**src/rtl/otter_intr_ctrl.sv**
```systemverilog
// Interrupt controller and machine-mode CSR block for the OTTER MCU.
//
// Synchronises the external interrupt line, detects its rising edge and holds it
// as a pending request. Sequences trap entry with CU_FSM and handles mret return.
// Holds mstatus.MIE/MPIE, mtvec and mepc, and supplies the CSR read value.
//
// Ports:
//   clk            system clock, all state updates on rising edge
//   rst            synchronous active-high reset
//   intr_in        raw asynchronous external interrupt request (rising-edge sensitive)
//   instr_boundary high for one cycle while CU_FSM is in FETCH
//   int_taken      high for one cycle while CU_FSM is in its INTR state
//   mret_exec      high for one cycle when an mret executes
//   csr_we         CSR write strobe
//   csr_addr       CSR address (ir[31:20])
//   csr_wd         CSR write data (rs1)
//   pc             current PC
//   trap_req       request to CU_FSM to enter the INTR state
//   csr_rd         combinational CSR read data for csr_addr
//   mtvec_out      trap vector to the PC mux
//   mepc_out       return address to the PC mux
//   mie_out        current mstatus.MIE
module otter_intr_ctrl #(
  parameter int unsigned SYNC_STAGES = 2,
  parameter logic [31:0] MTVEC_RST   = 32'h0000_0000
) (
  input  logic        clk,
  input  logic        rst,
  input  logic        intr_in,
  input  logic        instr_boundary,
  input  logic        int_taken,
  input  logic        mret_exec,
  input  logic        csr_we,
  input  logic [11:0] csr_addr,
  input  logic [31:0] csr_wd,
  input  logic [31:0] pc,
  output logic        trap_req,
  output logic [31:0] csr_rd,
  output logic [31:0] mtvec_out,
  output logic [31:0] mepc_out,
  output logic        mie_out
);

  // Fewer than two stages is not metastability-safe; clamp.
  localparam int unsigned Stages = (SYNC_STAGES < 2) ? 2 : SYNC_STAGES;

  localparam logic [11:0] AddrMstatus = 12'h300;
  localparam logic [11:0] AddrMtvec   = 12'h305;
  localparam logic [11:0] AddrMepc    = 12'h341;
  localparam logic [11:0] AddrMip     = 12'h344;

  typedef enum logic [1:0] {
    StIdle,
    StPend,
    StTrapEntry,
    StIsr
  } state_e;

  state_e              state_q, state_d;
  logic [Stages-1:0]   sync_q, sync_d;
  logic                delay_q;
  logic                pend_q, pend_d;
  logic                armed_q, armed_d;
  logic                mie_q, mie_d;
  logic                mpie_q, mpie_d;
  logic [31:0]         mepc_q, mepc_d;
  logic [31:0]         mtvec_q, mtvec_d;

  logic rise;
  logic take;
  logic mret;
  logic wr_mstatus, wr_mtvec, wr_mepc;
  logic unused_bits;

  assign sync_d = {sync_q[Stages-2:0], intr_in};
  assign rise   = sync_q[Stages-1] & ~delay_q;

  // int_taken only counts if CU_FSM saw trap_req at an earlier instruction boundary.
  assign take = (state_q == StPend) & mie_q & armed_q & int_taken;
  assign mret = (state_q == StIsr) & mret_exec;

  assign wr_mstatus = csr_we & (csr_addr == AddrMstatus);
  assign wr_mtvec   = csr_we & (csr_addr == AddrMtvec);
  assign wr_mepc    = csr_we & (csr_addr == AddrMepc);

  // Low address bits are always forced to zero and never stored.
  assign unused_bits = ^{csr_wd[1:0], pc[1:0]};

  always_comb begin
    state_d = state_q;
    pend_d  = pend_q;
    mie_d   = mie_q;
    mpie_d  = mpie_q;
    mepc_d  = mepc_q;
    mtvec_d = mtvec_q;

    armed_d = (state_q == StPend) & mie_q & ~take & (armed_q | instr_boundary);

    // Software writes first; trap entry and mret below override them.
    if (wr_mstatus) begin
      mie_d  = csr_wd[3];
      mpie_d = csr_wd[7];
    end
    if (wr_mtvec) begin
      mtvec_d = {csr_wd[31:2], 2'b00};
    end
    if (wr_mepc) begin
      mepc_d = {csr_wd[31:2], 2'b00};
    end

    unique case (state_q)
      StIdle: begin
        if (rise) begin
          state_d = StPend;
        end
      end
      StPend: begin
        // Further rises merge into the request already pending.
        if (take) begin
          state_d = StTrapEntry;
        end
      end
      StTrapEntry: begin
        mepc_d  = {pc[31:2], 2'b00};
        mpie_d  = mie_q;
        mie_d   = 1'b0;
        // Keep an edge arriving during the single entry cycle for replay after mret.
        if (rise) begin
          pend_d = 1'b1;
        end
        state_d = StIsr;
      end
      StIsr: begin
        if (rise) begin
          pend_d = 1'b1;
        end
        if (mret) begin
          mie_d   = mpie_q;
          mpie_d  = 1'b1;
          pend_d  = 1'b0;
          state_d = (pend_q | rise) ? StPend : StIdle;
        end
      end
      default: begin
        state_d = StIdle;
      end
    endcase
  end

  always_ff @(posedge clk) begin
    if (rst) begin
      state_q <= StIdle;
      sync_q  <= '0;
      delay_q <= 1'b0;
      pend_q  <= 1'b0;
      armed_q <= 1'b0;
      mie_q   <= 1'b0;
      mpie_q  <= 1'b0;
      mepc_q  <= '0;
      mtvec_q <= {MTVEC_RST[31:2], 2'b00};
    end else begin
      state_q <= state_d;
      sync_q  <= sync_d;
      delay_q <= sync_q[Stages-1];
      pend_q  <= pend_d;
      armed_q <= armed_d;
      mie_q   <= mie_d;
      mpie_q  <= mpie_d;
      mepc_q  <= mepc_d;
      mtvec_q <= mtvec_d;
    end
  end

  assign trap_req  = (state_q == StPend) & mie_q;
  assign mtvec_out = mtvec_q;
  assign mepc_out  = mepc_q;
  assign mie_out   = mie_q;

  always_comb begin
    csr_rd = '0;
    case (csr_addr)
      AddrMstatus: begin
        csr_rd[3] = mie_q;
        csr_rd[7] = mpie_q;
      end
      AddrMtvec:   csr_rd = mtvec_q;
      AddrMepc:    csr_rd = mepc_q;
      AddrMip:     csr_rd[11] = (state_q == StPend) | pend_q;
      default:     csr_rd = '0;
    endcase
  end

endmodule

```
**config.mk**
```make
export PLATFORM = sky130hd
export DESIGN_NAME = otter_intr_ctrl
export DESIGN_NICKNAME = d
export VERILOG_FILES = /design/src/rtl/otter_intr_ctrl.sv
export SDC_FILE = /design/constraint.sdc
export NUM_CORES = 1
export LEC_CHECK = 0
export BUFFER_PORTS_ARGS = -buffer_cell sky130_fd_sc_hd__buf_2
export CAP_MARGIN = 15
export CORE_MARGIN = 5
export CORE_UTILIZATION = 41
export CTS_CLUSTER_SIZE = 25
export DETAILED_ROUTE_END_ITERATION = 12
export GPL_ROUTABILITY_DRIVEN = 0
export HOLD_SLACK_MARGIN = 0.05
export PLACE_DENSITY = 0.77
export SYNTH_ARGS = -nofsm -noshare
export SYNTH_HDL_FRONTEND = slang
export SYNTH_SLANG_ARGS = --single-unit
```
**constraint.sdc**
```tcl
create_clock -name clk -period 1.8 [get_ports clk]
set_input_delay 0.18 -clock clk [delete_from_list [all_inputs] [get_ports clk]]
set_output_delay 0.18 -clock clk [all_outputs]
set_load 0.1 [all_outputs]
```
==> flow_metrics.tcl <==
set metrics [dict create \
    status "finished with violations" \
    violations "negative setup slack" \
    slowest_delay_ns 0.58 \
    crit_cells 8 \
    finalNonFillerCells 690 \
    critical_path_class "in2out" \
    n_antenna_cell 0 \
    cp_top_family "simple AND/OR/NAND/NOR gates" \
    cts_hold_buf 0 \
    die_area_mm2 0.0100 \
    die_h_um 100 \
    htreeDepth 3 \
    synth_area_leaders "dfxtp_1, mux2i_1, a22o_1, a211oi_1, nand2_1" \
    yosysMostFrequentCell "dfxtp_1" \
    drt_iter0_drc 91 \
    clock_tree.buffer_depth 2 \
    path_cells "buf_6 > or4_4 > nor3_4 > and4b_2 > buf_4 > buf_12 > a22o_4 > buf_12" \
    skew_ns 0.00783 \
    nets 667 \
    drtAntennaViolNets 0 \
    root_buffer "clkbuf_8" \
    crit_path_end_kind "output port" \
    cts.reportedPaths.clkPinSlew_ns 0.07 \
    rr_endpoint "state_q[1]" \
    start_util_pct 41.2 \
    yosys_warnings 0 \
    path_common_cell "buf_12" \
    fin_crit_sh_pct 116 \
    worst-path-max-fanout 8 \
    whs_ns 0.0714 \
    min_to "sync_q[0]" \
    setup_ws_ns -0.286 \
    cts_tree "done" \
    slowest_stage "or4_4" \
    dieWidth_um 100 \
    cts-buffers-inserted 9 \
    grt.total_usage_pct 22.5 \
    core_mm2 0.00809 \
    hold_class "in2reg" \
    num_vias 3742 \
    hold_depth 2 \
    synth_top_area_cell "dfxtp_1" \
    drc_errors 0 \
    clock_sinks 69 \
    synth.distinct_cells 44 \
    max_freq_mhz 479 \
    fin_tns_setup_ns -12.65 \
    rrSetupSlack_ns 0.12 \
    p_leak_nw 2.85 \
    grt_pass1_vias 3656 \
    io_buffers 170 \
    cp.arrival_ns 1.91 \
    max-cap-violations 0 \
    r2r_cells 6 \
    critPathLaunchType "input pin" \
    final_core_util_pct 72.4 \
    avgSynthCellArea_um2 8.78 \
    drive_above_1_share_pct 52.3 \
    grt_max_degree 40 \
    netlist_top_cells_count "dfxtp_1, nand2_1, nor2_1, mux2i_1" \
    wl_um 12800 \
    cp.required_ns 1.62 \
    area_growth_syn_to_layout_pct 75.5 \
    dr.pass1.iters 4 \
    grt_pass1_wl_um 18300 \
    clock_latency_ns 0.33 \
    power_density_mw_per_mm2 866 \
    via_per_inst 5.42 \
    hp-start "intr_in" \
    hold_viol 0 \
    slew_violations 0 \
    ys_seq_area_share_pct 41.4 \
    async_reset_ff_share_pct 0 \
    r2r_start "state_q[1]" \
    crit_buf_inv 4 \
    routedWlPerCell_um 18.5 \
    fin_crit_ns 2.09 \
    hpwl_um 8730 \
    rsz0062_at_grt "yes" \
    syn-cell-area_mm2 0.00334 \
    grt-ovfl-total 0 \
    ys_ff_latch 69 \
    ys.flop_type "dfxtp_1" \
    synth_top_area_share_pct 41.4 \
    syn_inst 380 \
    grt_antenna_before_repair 0 \
    synth-edff-count 0 \
    dp_cells 648 \
    io_pins 181 \
    ir_worst_vdd_uv 578 \
    design_power_total_w 0.00507 \
    finalSetupViolations 72 \
    placementRows 33 \
]
-- cells in the final DEF, fill, tap and decap left out, types with 2 or more instances in the layout --
cell / n
buf_2: 139
dfxtp_1: 67
nand2_1: 60
nor2_1: 40
buf_12: 38
mux2i_1: 34
a22o_4: 27
buf_4: 25
a21oi_1: 18
a211oi_1: 18
a21oi_2: 12
a211oi_2: 12
clkbuf_8: 9
buf_6: 9
inv_1: 6
conb_1: 6
clkbuf_16: 6
ha_1: 4
or4_4: 3
and3_1: 3
nor2b_1: 3
nor4_4: 2
a221o_4: 2
nand2b_1: 2
o21ai_0: 2
nand4b_1: 2
nand3_1: 2
a221oi_1: 2
clkinv_4: 2
bufinv_16: 2
dfxtp_2: 2
buf_8: 2
-- stage by stage --
step / setup slack (ns) / cell area [µm²]
finish: -0.286 / 5860
global route: -0.359 / 5860
CTS: -0.283 / 5520
detailed placement: -0.306 / 5150
global placement: -0.260 / 5150
floorplan: -0.200 / 3730
-- kinds of logic after synthesis --
logic type,after synthesis,share of synthesized area (%)
adders and majority gates,4,1.50
other,1,0.112
AOI/OAI and AO/OA,101,21.7
DFF,69,41.4
and+or+nand+nor,126,16.9
muxes,36,10.8
buffers and inverters,43,7.53
-- per-layer routing --
metal / vias up / GRT usage [%] / part of all wire, % / wire length [µm]
li1: 1754 / - / - / -
met1: 1812 / 25.0 / 38 / 4860
met2: 166 / 42.9 / 53 / 6760
met3: 10 / 5.07 / 8.4 / 1070
met4: 0 / 5.80 / 0.74 / 94
met5: - / 0 / 0 / 0
-- power breakdown --
part           leakage, nW  internal [W]  switching (W)
Sequential           0.558       0.00168       0.000150
Combinational         2.18      0.000434        0.00141
Clock                0.110      0.000787       0.000615
-- worst reg2reg max path, cell delays in order (launching register included) --
cell and delay [ns]:
dfxtp_2 0.33, buf_4 0.14, ha_1 0.25, a222oi_1 0.41, buf_4 0.18, mux2i_1 0.21
nor2_1 0.05
-- area by class of cell --
cell class,instances,area [µm²]
clock inverters,7,98.8
fillers,607,2230
inverters,7,26.3
clock buffers,9,124
multi-input cells,273,2160
flip-flops and latches,69,1380
well taps,105,131
repair buffers,220,1930
-- state kept, by name, indices dropped and copies added, names as in the netlist --
name       flops
mie_out        1
mpie_q         1
state_q        2
mepc_out      30
mtvec_out     30
delay_q        1
pend_q         1
armed_q        1
sync_q         2
-- timing repair --
item                                    4_1_cts  5_1_grt
endpoints found under the hold margin         0        0
setup buffers                                14        7
pin swaps                                     5       17
resized for setup                             7       41
endpoints found under the setup margin       30       75
cloned                                        1        8
-- worst max-delay path by stage --
stage | start | to | slack (ns)
2_1_floorplan | csr_addr[1] | csr_rd[19] | -0.20
3_3_place_gp | csr_addr[1] | csr_rd[18] | -0.26
3_5_place_dp | csr_addr[1] | csr_rd[18] | -0.31
4_1_cts | csr_addr[1] | csr_rd[16] | -0.28
5_1_grt | csr_addr[1] | csr_rd[30] | -0.36
6_report | csr_addr[1] | csr_rd[30] | -0.29
No activity file was read; power rests on OpenSTA's default activity.
